[src/rtl/fd_em_hazard_ctrl_if.sv]
// FD->EM hazard controller bundle: FD decode fields, memory/branch
// status in, pipeline enables, bubble, forwarding selects and status out.
interface fd_em_hazard_ctrl_if;
    logic        id_valid;
    logic [2:0]  id_rs1;
    logic [2:0]  id_rs2;
    logic        id_use_rs1;
    logic        id_use_rs2;
    logic [2:0]  id_rd;
    logic        id_reg_wb;
    logic        id_mem_re;
    logic        id_mem_we;
    logic        mem_ready;
    logic        branch_taken;
    logic        fd_en;
    logic        fdem_en;
    logic        fdem_bubble;
    logic [1:0]  fwdA_sel;
    logic [1:0]  fwdB_sel;
    logic        timeout_err;
    logic [15:0] stall_cycles;

    // Controller side: consumes decode/status, commands the pipe.
    modport master (
        input  id_valid, id_rs1, id_rs2, id_use_rs1, id_use_rs2,
        input  id_rd, id_reg_wb, id_mem_re, id_mem_we,
        input  mem_ready, branch_taken,
        output fd_en, fdem_en, fdem_bubble, fwdA_sel, fwdB_sel,
        output timeout_err, stall_cycles
    );

    // Pipeline side: supplies decode/status, obeys the controls.
    modport slave (
        output id_valid, id_rs1, id_rs2, id_use_rs1, id_use_rs2,
        output id_rd, id_reg_wb, id_mem_re, id_mem_we,
        output mem_ready, branch_taken,
        input  fd_en, fdem_en, fdem_bubble, fwdA_sel, fwdB_sel,
        input  timeout_err, stall_cycles
    );
endinterface

[src/rtl/fd_em_hazard_ctrl.sv]
// FD->EM sequencing: load-use stall, EM/WB forwarding, memory freeze, branch flush.
// Optional stall-cycle counter enabled by defining HAZ_PERF_CNT_EN.
module fd_em_hazard_ctrl #(
    parameter int FLUSH_CYCLES = 1,
    parameter int MEM_TIMEOUT  = 255,
    parameter bit R0_HARDWIRED = 1'b0
) (
    input logic                 clk,
    input logic                 reset,
    fd_em_hazard_ctrl_if.master hz
);

    typedef enum logic [1:0] {
        RUN      = 2'd0,
        LU_STALL = 2'd1,
        MEM_WAIT = 2'd2,
        FLUSH    = 2'd3
    } state_t;

    localparam logic [2:0] FLUSH_LOAD = 3'(FLUSH_CYCLES);
    localparam logic [8:0] TMO_LIMIT  = 9'(MEM_TIMEOUT);

    state_t     state;

    logic [2:0] em_rd;
    logic       em_wb;
    logic       em_re;
    logic       em_we;
    logic [2:0] wb_rd;
    logic       wb_wb;

    logic       pending;
    logic [2:0] flush_cnt;
    logic [7:0] wait_cnt;
    logic       timeout_q;
    logic [1:0] fa_hold;
    logic [1:0] fb_hold;

    logic       busy;
    logic       frozen;
    logic       flushing;
    logic       lu;
    logic       br;
    logic       rs1_em;
    logic       rs2_em;
    logic       rs1_wb;
    logic       rs2_wb;
    logic [1:0] fa_live;
    logic [1:0] fb_live;
    logic       fd_en_c;
    logic       fdem_en_c;
    logic       bubble_c;

    // Register-address match; r0 optionally never matches.
    function automatic logic hit(
        input logic [2:0] rs,
        input logic [2:0] rd
    );
        return (rs == rd) && !(R0_HARDWIRED && (rd == 3'd0));
    endfunction

    assign rs1_em = hit(hz.id_rs1, em_rd);
    assign rs2_em = hit(hz.id_rs2, em_rd);
    assign rs1_wb = hit(hz.id_rs1, wb_rd);
    assign rs2_wb = hit(hz.id_rs2, wb_rd);

    assign busy     = (em_re | em_we) & ~hz.mem_ready;
    assign frozen   = busy & (state == MEM_WAIT);
    assign flushing = (state == FLUSH);
    assign br       = hz.branch_taken | pending;

    assign lu = ~flushing & hz.id_valid & em_re & em_wb &
                ((hz.id_use_rs1 & rs1_em) |
                 (hz.id_use_rs2 & rs2_em));

    assign fa_live = (em_wb & ~em_re & rs1_em) ? 2'b01 :
                     (wb_wb & rs1_wb)          ? 2'b10 :
                                                 2'b00;

    assign fb_live = (em_wb & ~em_re & rs2_em) ? 2'b01 :
                     (wb_wb & rs2_wb)          ? 2'b10 :
                                                 2'b00;

    // Pipe controls: memory freeze beats flush beats load-use bubble.
    always_comb begin
        fd_en_c   = 1'b1;
        fdem_en_c = 1'b1;
        bubble_c  = 1'b0;
        if (busy) begin
            fd_en_c   = 1'b0;
            fdem_en_c = 1'b0;
        end else if (flushing) begin
            bubble_c  = 1'b1;
        end else if (lu) begin
            fd_en_c   = 1'b0;
            bubble_c  = 1'b1;
        end
    end

    assign hz.fd_en       = fd_en_c;
    assign hz.fdem_en     = fdem_en_c;
    assign hz.fdem_bubble = bubble_c;
    assign hz.fwdA_sel    = frozen ? fa_hold : fa_live;
    assign hz.fwdB_sel    = frozen ? fb_hold : fb_live;
    assign hz.timeout_err = timeout_q;

    // State, shadow pipeline, flush/wait counters and sticky timeout.
    always_ff @(posedge clk or negedge reset) begin
        if (!reset) begin
            state     <= RUN;
            em_rd     <= 3'd0;
            em_wb     <= 1'b0;
            em_re     <= 1'b0;
            em_we     <= 1'b0;
            wb_rd     <= 3'd0;
            wb_wb     <= 1'b0;
            pending   <= 1'b0;
            flush_cnt <= 3'd0;
            wait_cnt  <= 8'd0;
            timeout_q <= 1'b0;
            fa_hold   <= 2'b00;
            fb_hold   <= 2'b00;
        end else begin
            fa_hold <= hz.fwdA_sel;
            fb_hold <= hz.fwdB_sel;
            if (busy) begin
                state   <= MEM_WAIT;
                pending <= pending | hz.branch_taken | flushing;
                if (wait_cnt != 8'hFF) begin
                    wait_cnt <= wait_cnt + 8'd1;
                end
                if (({1'b0, wait_cnt} + 9'd1) >= TMO_LIMIT) begin
                    timeout_q <= 1'b1;
                end
            end else begin
                wait_cnt <= 8'd0;
                pending  <= 1'b0;
                wb_rd    <= em_rd;
                wb_wb    <= em_wb;
                if (bubble_c | ~hz.id_valid) begin
                    em_rd <= 3'd0;
                    em_wb <= 1'b0;
                    em_re <= 1'b0;
                    em_we <= 1'b0;
                end else begin
                    em_rd <= hz.id_rd;
                    em_wb <= hz.id_reg_wb;
                    em_re <= hz.id_mem_re;
                    em_we <= hz.id_mem_we;
                end
                if (br) begin
                    state     <= FLUSH;
                    flush_cnt <= FLUSH_LOAD;
                end else if (flushing) begin
                    if (flush_cnt <= 3'd1) begin
                        state <= RUN;
                    end else begin
                        flush_cnt <= flush_cnt - 3'd1;
                    end
                end else if (lu) begin
                    state <= LU_STALL;
                end else begin
                    state <= RUN;
                end
            end
        end
    end

`ifdef HAZ_PERF_CNT_EN
    logic [15:0] stall_q;

    // Saturating count of cycles where FD is held.
    always_ff @(posedge clk or negedge reset) begin
        if (!reset) begin
            stall_q <= 16'h0000;
        end else if (!fd_en_c && (stall_q != 16'hFFFF)) begin
            stall_q <= stall_q + 16'd1;
        end
    end

    assign hz.stall_cycles = stall_q;
`else
    assign hz.stall_cycles = 16'h0000;
`endif

endmodule

[src/flat_wrapper.sv]
// flat-port wrapper written by rule: the top's interface ports become plain ports
module fd_em_hazard_ctrl_flat 
#(
    parameter int FLUSH_CYCLES = 1,
    parameter int MEM_TIMEOUT  = 255,
    parameter bit R0_HARDWIRED = 1'b0
)
  (clk, reset, hz_id_valid, hz_id_rs1, hz_id_rs2, hz_id_use_rs1, hz_id_use_rs2, hz_id_rd, hz_id_reg_wb, hz_id_mem_re, hz_id_mem_we, hz_mem_ready, hz_branch_taken, hz_fd_en, hz_fdem_en, hz_fdem_bubble, hz_fwdA_sel, hz_fwdB_sel, hz_timeout_err, hz_stall_cycles);
  fd_em_hazard_ctrl_if hz_i ();
  input logic clk;
  input logic reset;
  input wire logic [$bits(hz_i.id_valid)-1:0] hz_id_valid;
  input wire logic [$bits(hz_i.id_rs1)-1:0] hz_id_rs1;
  input wire logic [$bits(hz_i.id_rs2)-1:0] hz_id_rs2;
  input wire logic [$bits(hz_i.id_use_rs1)-1:0] hz_id_use_rs1;
  input wire logic [$bits(hz_i.id_use_rs2)-1:0] hz_id_use_rs2;
  input wire logic [$bits(hz_i.id_rd)-1:0] hz_id_rd;
  input wire logic [$bits(hz_i.id_reg_wb)-1:0] hz_id_reg_wb;
  input wire logic [$bits(hz_i.id_mem_re)-1:0] hz_id_mem_re;
  input wire logic [$bits(hz_i.id_mem_we)-1:0] hz_id_mem_we;
  input wire logic [$bits(hz_i.mem_ready)-1:0] hz_mem_ready;
  input wire logic [$bits(hz_i.branch_taken)-1:0] hz_branch_taken;
  output wire logic [$bits(hz_i.fd_en)-1:0] hz_fd_en;
  output wire logic [$bits(hz_i.fdem_en)-1:0] hz_fdem_en;
  output wire logic [$bits(hz_i.fdem_bubble)-1:0] hz_fdem_bubble;
  output wire logic [$bits(hz_i.fwdA_sel)-1:0] hz_fwdA_sel;
  output wire logic [$bits(hz_i.fwdB_sel)-1:0] hz_fwdB_sel;
  output wire logic [$bits(hz_i.timeout_err)-1:0] hz_timeout_err;
  output wire logic [$bits(hz_i.stall_cycles)-1:0] hz_stall_cycles;
  assign hz_i.id_valid = hz_id_valid;
  assign hz_i.id_rs1 = hz_id_rs1;
  assign hz_i.id_rs2 = hz_id_rs2;
  assign hz_i.id_use_rs1 = hz_id_use_rs1;
  assign hz_i.id_use_rs2 = hz_id_use_rs2;
  assign hz_i.id_rd = hz_id_rd;
  assign hz_i.id_reg_wb = hz_id_reg_wb;
  assign hz_i.id_mem_re = hz_id_mem_re;
  assign hz_i.id_mem_we = hz_id_mem_we;
  assign hz_i.mem_ready = hz_mem_ready;
  assign hz_i.branch_taken = hz_branch_taken;
  assign hz_fd_en = hz_i.fd_en;
  assign hz_fdem_en = hz_i.fdem_en;
  assign hz_fdem_bubble = hz_i.fdem_bubble;
  assign hz_fwdA_sel = hz_i.fwdA_sel;
  assign hz_fwdB_sel = hz_i.fwdB_sel;
  assign hz_timeout_err = hz_i.timeout_err;
  assign hz_stall_cycles = hz_i.stall_cycles;
  fd_em_hazard_ctrl #(.FLUSH_CYCLES(FLUSH_CYCLES), .MEM_TIMEOUT(MEM_TIMEOUT), .R0_HARDWIRED(R0_HARDWIRED)) u_core (.clk(clk), .reset(reset), .hz(hz_i));
endmodule
[config.mk]
export PLATFORM = sky130hd
export DESIGN_NAME = fd_em_hazard_ctrl_flat
export DESIGN_NICKNAME = d
export VERILOG_FILES = /design/src/rtl/fd_em_hazard_ctrl_if.sv /design/src/rtl/fd_em_hazard_ctrl.sv /design/src/flat_wrapper.sv
export SDC_FILE = /design/constraint.sdc
export NUM_CORES = 1
export LEC_CHECK = 0
export CAP_MARGIN = 15
export CORE_MARGIN = 3
export CORE_UTILIZATION = 25
export CTS_CLUSTER_DIAMETER = 50
export DETAILED_ROUTE_END_ITERATION = 16
export PLACE_DENSITY = 0.59
export SYNTH_ARGS = -nofsm -noshare
export SYNTH_HDL_FRONTEND = slang
export SYNTH_SLANG_ARGS = --single-unit
[constraint.sdc]
create_clock -name clk -period 2 [get_ports clk]
set_clock_uncertainty 0.2 [all_clocks]
set_input_delay 0.3 -clock clk [delete_from_list [all_inputs] [get_ports clk]]
set_output_delay 0.3 -clock clk [all_outputs]
set_load 0.02 [all_outputs]
Word-level counts from Yosys, hierarchy flattened
Index checks and enable logic that the tools add are counted.
{"block": "word_totals", "out_inout_bits": 24, "elab_cells": 82, "inputBits": 19, "register_bits": 29}
{"block": "op_classes", "muxes": 28, "bitwise": 23, "addsub": 3, "n_eq_ne": 10, "n_reduce_logical": 3, "n_lt_le_gt_ge": 2}
{"operator": "2-bit two-way mux", "count": 10}
{"operator": "8-bit two-way mux", "count": 2}
{"operator": "1-bit bitwise AND", "count": 13}
{"operator": "3-bit == test", "count": 4}
{"operator": "1-bit two-way mux", "count": 12}
{"operator": "3-bit two-way mux", "count": 4}
{"operator": "8-bit by 1-bit adder with 9-bit output (second input constant)", "count": 1}
{"operator": "9-bit by 8-bit >= comparator with 1-bit output (second input constant)", "count": 1}
{"operator": "8-bit by 1-bit adder with 8-bit output (second input constant)", "count": 1}
{"operator": "8-bit inequality test (second input constant)", "count": 1}
{"operator": "1-bit inverter", "count": 5}
{"operator": "1-bit OR", "count": 5}
{"operator": "2-bit == test (second input constant)", "count": 2}
{"operator": "4-bit by 3-bit inequality test with 1-bit output (second input constant)", "count": 1}
{"operator": "3-bit by 1-bit <= comparator with 1-bit output (second input constant)", "count": 1}
{"operator": "3-bit AND reduction", "count": 1}
{"operator": "3-bit by 1-bit subtractor with 3-bit output (second input constant)", "count": 1}
{"operator": "2-bit by 1-bit inequality test with 1-bit output (second input constant)", "count": 1}
{"operator": "2-bit inequality test (second input constant)", "count": 1}
{"operator": "2-bit AND reduction", "count": 1}
{"operator": "2-bit nonzero test", "count": 1}

Logic depth before layout (Yosys ltp)
Gate-level depths: netlist (run 1).
{"block": "logic_depth", "word_depth": 11, "ltp_mapped": 7, "ltp_nobuf": 7}

Worst setup path after synthesis (run 1)
Ideal clock, no wire load.
{"block": "synth_path", "path_type": "register to output", "from": "reg u_core.em_rd[1]", "to": "out hz_fwdB_sel[0]", "arrival_time_ns": 1.478, "t_required_ns": 1.500, "n_path_buf": 0, "path_stages_with_launch": 5, "slack_ns": 0.022, "path_cell_list": "dfrtp_1 xor2_1 nor3_1 nand3b_1 o21ai_0"}
{"block": "synth_via", "elab_chain_cells": 4}
{"element": "start, declared", "line_no": "fd_em_hazard_ctrl.sv:25", "text": "logic [2:0] em_rd;"}
{"element": "start signal, assigned", "line_no": "fd_em_hazard_ctrl.sv:146", "text": "em_rd <= hz.id_rd;"}
{"element": "3-bit == test", "line_no": "fd_em_hazard_ctrl.sv:59", "text": "return (rs == rd) && !(R0_HARDWIRED && (rd == 3'd0));"}
{"element": "1-bit bitwise AND", "line_no": "fd_em_hazard_ctrl.sv:80", "text": "assign fb_live = (em_wb & ~em_re & rs2_em) ? 2'b01 :"}
{"element": "2-bit two-way mux", "line_no": "fd_em_hazard_ctrl.sv:80"}
{"element": "2-bit two-way mux", "line_no": "fd_em_hazard_ctrl.sv:104", "text": "assign hz.fwdB_sel = frozen ? fb_hold : fb_live;"}
{"element": "end, declared", "line_no": "flat_wrapper.sv:27", "text": "output wire logic [$bits(hz_i.fwdB_sel)-1:0] hz_fwdB_sel;"}
Every way passes these cells.

Final worst setup path (run 1)
{"block": "layout_path", "from": "reg u_core.em_rd[0]", "to": "out hz_fd_en"}
{"block": "layout_via", "elab_chain_cells": 7, "elab_cells_between_ends": 9, "classes_between": "eq/ne: 2; mux: 3; bitwise: 4"}
{"element": "3-bit == test", "line_no": "fd_em_hazard_ctrl.sv:59"}
{"element": "1-bit bitwise AND, on equally long branches", "line_no": "fd_em_hazard_ctrl.sv:73, fd_em_hazard_ctrl.sv:74"}
{"element": "1-bit OR *", "line_no": "fd_em_hazard_ctrl.sv:73", "text": "((hz.id_use_rs1 & rs1_em) |"}
{"element": "1-bit bitwise AND *", "line_no": "fd_em_hazard_ctrl.sv:72", "text": "assign lu = ~flushing & hz.id_valid & em_re & em_wb &"}
{"element": "1-bit two-way mux *", "line_no": "fd_em_hazard_ctrl.sv:94", "text": "end else if (lu) begin"}
{"element": "1-bit two-way mux *", "line_no": "fd_em_hazard_ctrl.sv:92", "text": "end else if (flushing) begin"}
{"element": "1-bit two-way mux *", "line_no": "fd_em_hazard_ctrl.sv:89", "text": "if (busy) begin"}
{"element": "end, declared", "line_no": "flat_wrapper.sv:23", "text": "output wire logic [$bits(hz_i.fd_en)-1:0] hz_fd_en;"}
Mark *: on every way between the ends. The rest lies on a longest branch, timed or not.

==> impl_metrics.env, run 1 <==
export IMPL_wire_per_inst_um=12.1
export IMPL_synth_flop_cell="dfrtp_1"
export IMPL_syn_area_um2=1660
export IMPL_area_growth_pct=41.9
export IMPL_vias=1405
export IMPL_crit_family="flip-flops"
export IMPL_arrival_ns=1.71
export IMPL_antenna_left=0
export IMPL_diodes=0
export IMPL_p_switching_uw=613
export IMPL_crit_type="reg -> out"
export IMPL_path_cells="xor2_2, nor3_2, a22oi_2, nor2_1, a21oi_1, buf_4"
export IMPL_num_rows=29
export IMPL_routed_wl_mm=3.81
export IMPL_rsz0062_at_grt="true"
export IMPL_finalSetupTns_ns=-0.972
export IMPL_p_int_mw=1.18
export IMPL_drtIter0Drc=29
export IMPL_root_buffer="clkbuf_8"
export IMPL_dp_hpwl_mm=2.65
export IMPL_antenna_found_initial=0
export IMPL_required_ns=1.50
export IMPL_path_max_fanout=4
export IMPL_maxCapViolCount=0
export IMPL_crit_path_top_delay_cell="dfrtp_2"
export IMPL_period_needed_ns=2.21
export IMPL_ys_seq_area_share_pct=43.6
export IMPL_fin_crit_sh_pct=110
export IMPL_grt_max_degree=30
export IMPL_status="complete, but fails checks"
export IMPL_grt_ovfl_total=0
export IMPL_setup_ws_ns=-0.210
export IMPL_chipHeight_um=87.6
export IMPL_numPortBuffers=26
export IMPL_switching_share_pct=34.2
export IMPL_yosysUniqueCellTypes=41
export IMPL_placedCellCount=299
export IMPL_drive_above_1_share_pct=28.0
export IMPL_post_route_drc_count=0
export IMPL_final_hold_violation_count=0
export IMPL_ys_ff_latch=29
export IMPL_clock_latency_ns=0.28
export IMPL_fmax_ghz=0.453
export IMPL_yosys_area_top_type="dfrtp_1"
export IMPL_pwr_density_cell_nw_per_um2=760
export IMPL_synth_edf_count=0
export IMPL_htreeDepth=2
export IMPL_cts_sinks=29
export IMPL_fin_nets=261
export IMPL_cts_buffers_inserted=5
export IMPL_clock_power_share_pct=26.5
export IMPL_path_clk_slew_ns=0.07
export IMPL_synth_yosys_warnings=0
export IMPL_dieArea_um2=7670
export IMPL_async_flop_share_pct=100
export IMPL_cp_end_kind="output port"
export IMPL_via_per_inst=4.45
export IMPL_synth_top_cell_area_share_pct=43.6
export IMPL_grt_pass1_wl_mm=6.35
export IMPL_dr_pass1_iters=5
export IMPL_netlist_top_cells_area="dfrtp_1 44%, buf_4 7.2%, nand2_1 6.8%"
export IMPL_hp_class="in -> async"
export IMPL_final_setup_viol_count=6
export IMPL_start_kind="register"
export IMPL_initial_core_util_pct=26.1
export IMPL_crit_buf_inv=1
export IMPL_avgSynthCellArea_um2=9.35
export IMPL_die_w_um=87.6
export IMPL_p_comb_share_pct=33.1
export IMPL_gp_congestion=0.852
export IMPL_max_stage_delay_ns=0.44
export IMPL_synthCells=178
export IMPL_seq_power_share_pct=40.3
export IMPL_violations="negative setup slack"
export IMPL_finalNonFillerCells=316
export IMPL_coreArea_um2=6390
export IMPL_grt_usage_pct=10.5
export IMPL_clk_path_buf_depth=2
export IMPL_cts_hold_buf=0
export IMPL_ios=43
export IMPL_grt_pass1_vias=1366
export IMPL_cts_tree="yes"
export IMPL_slew_viol_final=0
export IMPL_leakage_nw=1.10
export IMPL_ir_drop_v=0.000376
## synth_stat cells, drive strengths merged (3+ instances only)
cell type  instances
inv                5
nand2             30
nor3               3
nor2              12
a21oi              8
nand3              7
nand4              3
xnor2              6
a31oi              3
o21ai             13
xor2               9
buf               19
and3               3
ha                 4
dfrtp             29
## worst register-to-register path: stages (launching register included)
cell and delay [ns]:
dfrtp_1 0.38, ha_1 0.21, and2b_1 0.23, nand3_1 0.08, mux2_2 0.27, o41ai_2 0.27
a21o_1 0.15
## flip-flops by register name (all words and copies together) (netlist names), 2 cells and up
signal,count
u_core.wait_cnt,8
u_core.em_rd,3
u_core.flush_cnt,3
u_core.wb_rd,3
u_core.fa_hold,2
u_core.fb_hold,2
u_core.state,2
## cell usage in the layout (no fill, tap or decap), types with 2 or more instances in the layout
master            n
a211oi_1          2
a21oi_1           8
a31oi_1           3
and2b_1           2
and3_1            2
buf_4            29
buf_6             7
clkbuf_8          5
clkdlybuf4s50_1  12
clkinv_2          2
conb_1           16
dfrtp_1          28
dlygate4sd2_1     7
ha_1              4
inv_1             4
nand2_1          30
nand2b_1          2
nand3_1           6
nand4_1           3
nor2_1           10
nor3_2            2
o21ai_0          11
xnor2_1           6
xor2_1            7
xor2_2            2
## through the flow
step / util [%] / hold WS [ns] / total power, mW / worst slack (ns) / cell area [um2]
final: 37.0 / 0.209 / 1.79 / -0.210 / 2360
after global routing: 37.0 / 0.236 / 1.92 / -0.307 / 2360
after CTS: 35.3 / 0.222 / 1.76 / -0.199 / 2250
after detailed placement: 33.0 / 0.257 / 1.25 / -0.779 / 2110
after global placement: 33.0 / 0.264 / 1.23 / -0.747 / 2110
after floorplan: - / -0.196 / 1.04 / 0.0225 / 1720
## power by group through the flow
stage	sequential, mW	combinational, mW	clock (mW)
2_1_floorplan	0.730	0.307	0
4_1_cts	0.721	0.547	0.492
5_1_grt	0.735	0.666	0.518
3_5_place_dp	0.731	0.514	0
3_3_place_gp	0.728	0.506	0
6_report	0.723	0.594	0.476
## worst paths after layout
path,start,to,slack [ns],cells past startpoint
worst max register to register,u_core.wait_cnt[0],u_core.hz.timeout_err,0.16,6
worst max-delay path,u_core.em_rd[0],hz_fd_en,-0.21,6
min in group clk,u_core.hz.timeout_err,u_core.hz.timeout_err,0.28,1
worst min register to register,u_core.hz.timeout_err,u_core.hz.timeout_err,0.28,1
worst min-delay path,reset,u_core.em_rd[0],0.21,2
max in group asynchronous,reset,u_core.em_rd[0],1.10,2
## final cells by class
| class | instances | area [um2] |
|---|---|---|
| clock inverter | 3 | 17.5 |
| multi-input combinational | 140 | 928 |
| sequential | 29 | 727 |
| clock buffer | 5 | 68.8 |
| tap | 77 | 96.3 |
| inverter | 5 | 18.8 |
| fill | 662 | 4030 |
| timing repair buffer | 57 | 504 |
## kinds of logic (layout without fill, tap and decap cells)
| logic type | after synthesis | count (layout) | share of synthesized area (%) |
|---|---|---|---|
| compound gates | 35 | 35 | 13.5 |
| xor+xnor | 15 | 15 | 7.89 |
| other cells | 1 | 16 | 0.225 |
| buf+inv | 24 | 70 | 9.17 |
| mux | 2 | 2 | 1.35 |
| flops | 29 | 29 | 43.6 |
| fa+ha+maj | 4 | 4 | 3.01 |
| simple gates | 68 | 68 | 21.2 |
## repair_timing
action / CTS / global route
pin swaps: 18 / 10
setup buffers: 4 / 5
cloned: 0 / 0
endpoints found under the setup margin: 7 / 7
gates resized for setup: 55 / 13
## routing by layer
metal | track usage (%) | share of wire [%] | wire, um
met2 | 17.3 | 49 | 1870
met4 | 2.93 | 1.0 | 40
met1 | 13.1 | 45 | 1710
met5 | 0 | 0 | 0
met3 | 3.48 | 5.0 | 192
Note: power is estimated with default switching activity, not from simulation.
==> run 2: changes to the inputs <==
==> constraint.sdc (replaced) <==
create_clock -name clk -period 2 [get_ports clk]
set_clock_uncertainty 0.2 [all_clocks]
set_input_delay 0.2 -clock clk [delete_from_list [all_inputs] [get_ports clk]]
set_output_delay 0.2 -clock clk [all_outputs]
set_load 0.02 [all_outputs]
==> impl_metrics.env, run 2 (synthesized netlist as in run 1, its figures left out) <==
export IMPL_status="complete, but fails checks"
export IMPL_violations="negative setup slack"
export IMPL_hold_slack_ns=0.108
export IMPL_wire_per_inst_um=12.4
export IMPL_fin_crit_sh_pct=110
export IMPL_setup_ws_ns=-0.207
export IMPL_r2r_end="u_core.hz.timeout_err"
export IMPL_largest_register_ffs=8
export IMPL_worstRegToRegCells=6
export IMPL_cts_tree="yes"
export IMPL_coreArea_um2=6390
export IMPL_total_power_mw=1.81
export IMPL_fmax_ghz=0.453
export IMPL_via_per_inst=4.44
export IMPL_area_growth_pct=38.0
export IMPL_dieArea_um2=7670
export IMPL_top_register="u_core.wait_cnt"
export IMPL_antenna_found_initial=0
export IMPL_dr_pass1_iters=4
export IMPL_grt_pass1_wl_mm=6.42
export IMPL_crit_type="reg -> out"
export IMPL_diodes=0
export IMPL_final_common_cell="nand2_1"
export IMPL_htreeDepth=2
export IMPL_cts_sinks=29
export IMPL_regToRegStartpoint="u_core.wait_cnt[0]"
export IMPL_place_worst_setup_slack_ns=-0.591
export IMPL_crit_family="simple AND/OR/NAND/NOR gates"
export IMPL_clk_path_buf_depth=2
export IMPL_finalSetupTns_ns=-0.681
export IMPL_most_common_layout_cells="30 x nand2_1, 28 x dfrtp_1, 27 x buf_4, 19 x clkdlybuf4s50_1, 16 x conb_1"
export IMPL_vias=1381
export IMPL_num_rows=29
export IMPL_chipHeight_um=87.6
export IMPL_clock_latency_ns=0.28
export IMPL_placedCellCount=298
export IMPL_max_stage_delay_ns=0.42
export IMPL_period_needed_ns=2.21
export IMPL_rsz0062_at_grt="true"
export IMPL_numPortBuffers=26
export IMPL_regArea_um2=727
export IMPL_pwr_density_cell_nw_per_um2=786
export IMPL_dp_hpwl_mm=2.72
export IMPL_path_clk_slew_ns=0.06
export IMPL_cts_buffers_inserted=5
export IMPL_grt_max_degree=30
export IMPL_grt_pass1_vias=1383
export IMPL_finalNonFillerCells=311
export IMPL_arrival_ns=1.81
export IMPL_slew_viol_final=0
export IMPL_drtIter0Drc=65
export IMPL_final_setup_viol_count=6
export IMPL_leakage_nw=1.06
export IMPL_path_max_fanout=3
export IMPL_required_ns=1.60
export IMPL_routed_wl_mm=3.85
export IMPL_cp_end_kind="output port"
export IMPL_path_cells="xor2_1, nor3_2, nand3b_1, buf_4, a22o_1, buf_6"
export IMPL_start_kind="register"
export IMPL_root_buffer="clkbuf_8"
export IMPL_final_hold_violation_count=0
export IMPL_r2r_setup_slack_ns=0.14
export IMPL_design_area_um2=2300
export IMPL_post_route_drc_count=0
export IMPL_hp_class="in -> async"
export IMPL_multiInputGateArea_um2=905
export IMPL_grt_usage_pct=10.8
export IMPL_ir_drop_v=0.000282
export IMPL_fin_nets=256
export IMPL_grt_ovfl_total=0
export IMPL_nFillCells=660
export IMPL_maxCapViolCount=0
export IMPL_crit_path_top_delay_cell="dfrtp_1"
export IMPL_die_w_um=87.6
export IMPL_gp_congestion=0.854
export IMPL_final_core_util_pct=36.0
export IMPL_crit_buf_inv=2
export IMPL_dpl_cell_area_um2=2100
export IMPL_ios=43
export IMPL_drive_above_1_share_pct=26.1
export IMPL_antenna_left=0
export IMPL_initial_core_util_pct=26.1
==> run 2: changes by cell type in the layout (fill, tap and decap cells not counted), moves of 2 or more <==
cell / delta
clkdlybuf4s50_1: +7
dlygate4sd2_1: -7
buf_6: -3
buf_4: -2
clkbuf_8: +2
==> run 2: area by class of cell <==
| type | instances | share of cell area, % |
|---|---|---|
| clock buffers | 7 | 4.20 |
| repair buffers | 52 | 19.5 |
| clock inverters | 1 | 0.218 |
| well taps | 77 | 4.20 |
| inverters | 5 | 0.817 |
| flip-flops and latches | 29 | 31.7 |
| multi-input cells | 140 | 39.4 |
==> run 2: worst max-delay path by stage <==
stage,startpoint,to,slack [ns],cells past startpoint
after floorplan,u_core.em_rd[1],hz_fwdB_sel[0],0.12,4
after global placement,hz_id_rs2[0],hz_fwdB_sel[0],-0.55,6
after detailed placement,hz_id_rs2[0],hz_fwdB_sel[0],-0.59,6
after CTS,u_core.em_rd[2],hz_fwdB_sel[1],-0.19,6
after global routing,u_core.em_rd[1],hz_fwdB_sel[1],-0.26,6
final,u_core.em_rd[1],hz_fwdB_sel[1],-0.21,6
==> run 2: per-layer routing <==
metal / GRT usage [%] / part of all wire, % / vias to the layer above
li1: - / - / 689
met1: 13.8 / 45 / 651
met2: 17.2 / 49 / 34
met3: 3.39 / 5.4 / 7
met4: 3.77 / 1.3 / 0
met5: 0 / 0 / -
==> run 2: timing repair <==
item	CTS	global route
hold buffers	0	0
setup buffers	4	1
setup endpoints to repair	7	7
gates resized for setup	40	12
pin swaps	11	9
==> run 2: power by group <==
part           internal [mW]  leakage [nW]  total (mW)  switching (mW)
Clock                  0.311        0.0542       0.540           0.230
Combinational          0.246         0.622       0.542           0.295
Sequential             0.659         0.385       0.724          0.0652
